## src/rtl/four_bit_serial_addsub.sv

```systemverilog
// Bit-serial 4-bit add/subtract unit with valid/ready handshakes on both sides.
// One full-adder slice processes the operands LSB first, one bit per clock.
module four_bit_serial_addsub (
   input  logic         clk,
   input  logic         rst_n,
   input  logic         in_valid,
   output logic         in_ready,
   input  logic [3:0]   A,
   input  logic [3:0]   B,
   input  logic         Cin,
   input  logic         op,
   output logic         out_valid,
   input  logic         out_ready,
   output logic [3:0]   S,
   output logic         Cout,
   output logic         V,
   output logic         Z
);

   localparam int unsigned W  = 4;
   localparam int unsigned CW = 2;

   localparam logic [1:0] ST_IDLE = 2'd0;
   localparam logic [1:0] ST_RUN  = 2'd1;
   localparam logic [1:0] ST_DONE = 2'd2;

   logic [1:0]    state;
   logic [1:0]    state_nxt;
   logic          accept_c;
   logic          run_c;
   logic          last_c;

   logic [W-1:0]  a_sh;
   logic [W-1:0]  b_sh;
   logic [W-1:0]  res_sh;
   logic [CW-1:0] cnt;
   logic          carry;
   logic          c3;

   logic          bit_sum_c;
   logic          bit_carry_c;
   logic [W-1:0]  res_nxt_c;

   // Next-state decode
   always_comb begin
      state_nxt = state;
      accept_c  = 1'b0;
      run_c     = 1'b0;
      last_c    = 1'b0;
      case (state)
         ST_IDLE: begin
            if (in_valid && in_ready) begin
               accept_c  = 1'b1;
               state_nxt = ST_RUN;
            end
         end
         ST_RUN: begin
            run_c = 1'b1;
            if (cnt == CW'(W - 1)) begin
               last_c    = 1'b1;
               state_nxt = ST_DONE;
            end
         end
         ST_DONE: begin
            if (out_valid && out_ready) begin
               state_nxt = ST_IDLE;
            end
         end
         default: state_nxt = ST_IDLE;
      endcase
   end

   // State register with registered handshake decodes
   always_ff @(posedge clk or negedge rst_n) begin
      if (!rst_n) begin
         state     <= ST_IDLE;
         in_ready  <= 1'b1;
         out_valid <= 1'b0;
      end else begin
         state     <= state_nxt;
         in_ready  <= (state_nxt == ST_IDLE);
         out_valid <= (state_nxt == ST_DONE);
      end
   end

   // Single full-adder slice on the current LSBs
   always_comb begin
      bit_sum_c   = a_sh[0] ^ b_sh[0] ^ carry;
      bit_carry_c = (a_sh[0] & b_sh[0]) | (a_sh[0] & carry) | (b_sh[0] & carry);
      res_nxt_c   = {bit_sum_c, res_sh[W-1:1]};
   end

   // Operand shift registers, carry and bit counter
   always_ff @(posedge clk or negedge rst_n) begin
      if (!rst_n) begin
         a_sh   <= '0;
         b_sh   <= '0;
         res_sh <= '0;
         cnt    <= '0;
         carry  <= 1'b0;
         c3     <= 1'b0;
      end else if (accept_c) begin
         a_sh   <= A;
         b_sh   <= B ^ {W{op}};
         res_sh <= '0;
         cnt    <= '0;
         carry  <= Cin;
         c3     <= 1'b0;
      end else if (run_c) begin
         a_sh   <= {1'b0, a_sh[W-1:1]};
         b_sh   <= {1'b0, b_sh[W-1:1]};
         res_sh <= res_nxt_c;
         cnt    <= cnt + CW'(1);
         carry  <= bit_carry_c;
         if (cnt == CW'(W - 1)) begin
            c3 <= carry;
         end
      end
   end

   // Result and flags change only when the last bit completes
   always_ff @(posedge clk or negedge rst_n) begin
      if (!rst_n) begin
         S    <= '0;
         Cout <= 1'b0;
         V    <= 1'b0;
         Z    <= 1'b0;
      end else if (last_c) begin
         S    <= res_nxt_c;
         Cout <= bit_carry_c;
         V    <= carry ^ bit_carry_c;
         Z    <= (res_nxt_c == '0);
      end
   end

endmodule

```

## config.mk

```make
export PLATFORM = sky130hd
export DESIGN_NAME = four_bit_serial_addsub
export DESIGN_NICKNAME = d
export VERILOG_FILES = /design/src/rtl/four_bit_serial_addsub.sv
export SDC_FILE = /design/constraint.sdc
export NUM_CORES = 1
export LEC_CHECK = 0
export CORE_ASPECT_RATIO = 0.75
export CORE_MARGIN = 4
export CORE_UTILIZATION = 49
export DETAILED_ROUTE_END_ITERATION = 8
export GPL_ROUTABILITY_DRIVEN = 1
export PLACE_DENSITY = 0.85
export SLEW_MARGIN = 20
export SYNTH_ARGS = -nofsm -noshare
export SYNTH_HDL_FRONTEND = slang
export SYNTH_SLANG_ARGS = --single-unit
```

## constraint.sdc

```tcl
create_clock -name clk -period 1.9 [get_ports clk]
set_input_delay 0.38 -clock clk [delete_from_list [all_inputs] [get_ports clk]]
set_output_delay 0.38 -clock clk [all_outputs]
set_load 0.03 [all_outputs]
```

# --- Word-level counts from Yosys, hierarchy flattened ---
# Cells that the tools add are included.
word_totals:
  inputBits: 14
  out_inout_bits: 9
  regBits: 26
op_classes:
  reduce_logical: 6
  n_bitwise: 9
  muxes: 19
  n_eq_ne: 4
  add_sub_neg: 1
ops:
  columns: ["operator", "n"]
  rows:
  - ["$mux W4", 6]
  - ["$mux W2", 5]
  - ["$mux W1", 7]
  - ["$eq A2 B2 Y1 const B", 3]
  - ["$pmux W2 S3", 1]
  - ["$logic_not A2 Y1", 2]
  - ["$logic_not A4 Y1", 1]
  - ["$xor A4 B4 Y4", 1]
  - ["$and A1 B1 Y1", 3]
  - ["$xor A1 B1 Y1", 3]
  - ["$add A2 B1 Y2 const B", 1]
  - ["$eq A2 B1 Y1 const B", 1]
  - ["$logic_and A1 B1 Y1", 2]
  - ["$or A1 B1 Y1", 2]
  - ["$reduce_bool A2 Y1", 1]

# --- Longest topological paths before layout ---
depth:
  depth_word: 5
  depth_mapped: 5
  ltp_nobuf: 4

# --- Worst setup path before layout ---
# Ideal clock, no wire load.
synth_timing:
  path_type: "reg2reg"
  from: "register a_sh[0]"
  to: "register Z"
  t_arrival_ns: 1.384
  setup_slack_ns: 0.433
  required_time_ns: 1.817
  stages_incl_launch_ff: 4
  cell_sequence: "dfrtp_1 fa_1 or4_1 o21ai_0"
synth_between:
  elab_chain_cells: 3
synth_rtl:
  columns: ["item", "line_no", "text"]
  rows:
  - ["start: declaration", "33", "logic [W-1:0] a_sh;"]
  - ["start signal: assignment", "110", "a_sh <= {1'b0, a_sh[W-1:1]};"]
  - ["$xor A1 B1 Y1 (2 in a row)", "88", "bit_sum_c = a_sh[0] ^ b_sh[0] ^ carry;"]
  - ["named net bit_sum_c", "40", "logic bit_sum_c;"]
  - ["$logic_not A4 Y1", "132", "Z <= (res_nxt_c == '0);"]
  - ["end signal: assignment", "132", null]
  - ["end: declaration", "17", "output logic Z"]
# The timed path passes the listed nets, and every way through them passes these cells.
# A chain may end at the register's enable or synchronous reset.

# --- Final worst setup path ---
layout_timing:
  from: "register Cout"
  to: "output port Cout"
layout_lines:
  columns: ["item", "line_no", "text"]
  rows:
  - ["start: declaration", "15", "output logic Cout,"]
  - ["start signal: assignment", "130", "Cout <= bit_carry_c;"]
# No word-level cell between the ends.

==> results.tsv <==
stage	metric	value	unit
run_status	status	finished, final reports clean	
layout	multi-input logic area	431.7	um^2
synth	#FFs+latches synth	25	
sta	RSZ-0062 raised after global routing	no	
clocking	CTS buffer count	3	
setup_path	WP depth	1	
job	max-capacitance violation count	0	
clocking	setup bufs post-CTS	0	
drt	post-DR wirelength/cell	14.36	um
layout	Register Area	626.9	um^2
drt	DRC	0	
placement	PortBufs	22	
global_route	initial antenna violation count	0	
global_route	pin count of the biggest net entering global routing	19	
setup_path	kind of critical path	flop to output port	
global_route	vias in the first global route	768	
drt	Via-to-Cell Ratio	5.581	
sta	worst slew pin tran	0.4757	ns
synth	synthesis warning total	0	
setup_path	Setup crit end kind	output port	
die	Die Width	62.43	um
synth	count of cell types in the netlist	24	
pwr	LEAKAGE	0.6326	nW
layout	Ant. Diodes	0	
die	Boundary Pins	23	
die	initial core utilization	0.5266	
die	die area	3048	um^2
layout	Non-Filler Instances	148	
pwr	Net Sw Frac	0.4062	
sta	Setup Skew	0.007587	ns
placement	DPL Wire Length	1682	um
placement	routability cong.	0.7595	
clocking	CTS tree	built	
clocking	Max clock buf depth	2	
setup_path	worst path arrival time	1.38	ns
global_route	Total GRT Usage	0.1476	
setup_path	CP max FO	2	
setup_path	Top Family by Delay on Critical Path	buffers and inverters	
pwr	Total Power	0.002267	W
pwr	switching pwr	0.0009207	W
setup_path	CP Buf/Inv Count	1	
die	FP Rows	14	
pwr	internal power	0.001346	W
setup_path	Worst path max stage delay	0.68	ns
layout	FILL cells	170	
clocking	Skew-Pair Late Insertion Delay	0.31	ns
layout	share of layout cells above drive strength 1	0.1290	
drt	drt total wl	2125	um
sta	sum of negative setup slack	0	ns
drt	Vias	826	
drt	Antenna Nets Post-Route	0	
synth	Synth Net Count	115	
worst_hold_path	Min-Delay Path Class	input pin to asynchronous set/reset pin	
pwr	peak supply drop	0.6569	mV
synth	average cell area after synthesis	11.00	um^2
layout	most frequent cells in the layout	dfrtp_1, nand2_1, clkdlybuf4s50_1, nand3_1	
sta	final setup violation count	0	
setup_path	Reg2Reg Depth	3	
global_route	global-route wire length before repair	3615	um
setup_path	crit-path cells	clkdlybuf4s50_1	
placement	dpl cells	144	
setup_path	CP required	1.52	ns
drt	Iteration-0 DRC Markers	28	
global_route	Overflow after GRT	0	
pwr	Sequential Power Share	0.423	
layout	most common cell after layout, fill and taps aside	dfrtp_1	
pwr	PD cells	1660	nW/um^2
layout	Area growth syn-to-layout	25.40	%
synth	Post-Syn Area	1089	um^2
sta	fin crit period	1.758	ns
clocking	clock root cell	clkbuf_4	
clocking	clock transition at the registers of the reported paths	0.13	ns
sta	final clock period utilization by the worst path	0.9252	
sta	Slew Limit Fails	0	
pwr	clock power share	0.100	
synth	Mapped Cells	99	
clocking	clk sink count	25	
drt	First-pass DRT Iterations	4	
sta	Highest Clock Rate	568.8	MHz
die	Die Y	48.82	um
synth	Seq/Total Area, Yosys	0.5759	
setup_path	slowest cell on the critical path	clkdlybuf4s50_1	
clocking	H-tree depth	1	
die	CORE AREA	2067	um^2
sta	Max transition margin	0.6829	
sta	Final Hold Viols	0	
pwr	combinational power share	0.477	
setup_path	Worst setup SP type	flop	
layout	Nets	141	
synthesized netlist by cell type:
library cell  count  share of area
nand3_1          10          0.046
a221o_1           2          0.018
and2_1            1         0.0058
dfrtp_1          24           0.55
xor2_1            1         0.0080
a22oi_1           3          0.021
xnor2_1           4          0.032
dfstp_2           1          0.024
ha_1              1          0.011
nand4bb_1         1          0.010
nor2_1            4          0.014
a31oi_1           2          0.011
and4bb_2          1          0.011
o21ai_0           5          0.023
fa_1              1          0.018
nand3b_1          2          0.014
mux2_2            5          0.052
nor2_2            1         0.0058
nand2b_1          1         0.0058
buf_2             3          0.014
nand2_1          22          0.076
buf_4             2          0.014
nor2b_1           1         0.0058
or4_1             1         0.0069
flip-flops by register name (all words and copies together), names as in the netlist, 2 cells and up:
signal / flops
S: 4
a_sh: 4
b_sh: 4
cnt: 2
res_sh: 3
state: 2
stage by stage:
stage	setup WS (ns)	cell area [um^2]	util	hold WS, ns
after floorplan	0.4332	1089	-	0.08441
after global placement	0.2666	1339	0.6477	0.4642
after detailed placement	0.2281	1339	0.6477	0.4705
after CTS	0.1328	1365	0.6604	0.3337
after global routing	0.09201	1365	0.6604	0.3345
final	0.1421	1365	0.6604	0.3343
cells by family (layout without fill, tap and decap cells):
logic type / count (synthesis) / in the layout / share of synthesized area
AND/OR/NAND/NOR: 45 / 45 / 0.2012
flip-flops: 25 / 25 / 0.5759
AO/OA/AOI/OAI: 12 / 12 / 0.07356
XOR/XNOR: 5 / 5 / 0.04023
multiplexers: 5 / 5 / 0.05172
buffers and inverters: 5 / 30 / 0.02758
adder cells (fa/ha/maj): 2 / 2 / 0.02988
cell type report:
type | count | share of cell area
repair buffers | 26 | 0.1824
clock buffers | 3 | 0.01650
well taps | 24 | 0.02200
clock inverters | 1 | 0.003666
multi-input cells | 69 | 0.3162
flip-flops and latches | 25 | 0.4592
final timing paths:
check	end	startpoint	slack [ns]
max in group asynchronous	res_sh[1]	rst_n	1.07
worst max register to register	Z	a_sh[0]	0.32
worst min register to register	Z	Z	0.49
min in group clk	Z	Z	0.49
worst min-delay path	out_valid	rst_n	0.33
worst max-delay path	Cout	Cout	0.14
repair_timing:
item                       in CTS  in global routing
setup endpoints to repair       1                  0
resized for setup               1                  0
hold buffers                    0                  0
power groups by stage:
stage | Clock, W | Combinational, W | Sequential, W
after CTS | 0.000236 | 0.00109 | 0.000957
final | 0.000226 | 0.00108 | 0.000959
after global placement | 0 | 0.00107 | 0.000947
after detailed placement | 0 | 0.00110 | 0.000971
after floorplan | 0 | 0.000610 | 0.00109
after global routing | 0.000258 | 0.00119 | 0.000991
routing by layer:
| layer | global-route usage | vias up | part of all wire |
|---|---|---|---|
| met5 | 0 | - | 0 |
| met4 | 0.02198 | 0 | 0.0052 |
| met3 | 0.04378 | 2 | 0.066 |
| met2 | 0.2407 | 34 | 0.49 |
| met1 | 0.2000 | 398 | 0.44 |
| li1 | - | 392 | - |
Note: power is estimated with default switching activity, not from simulation.
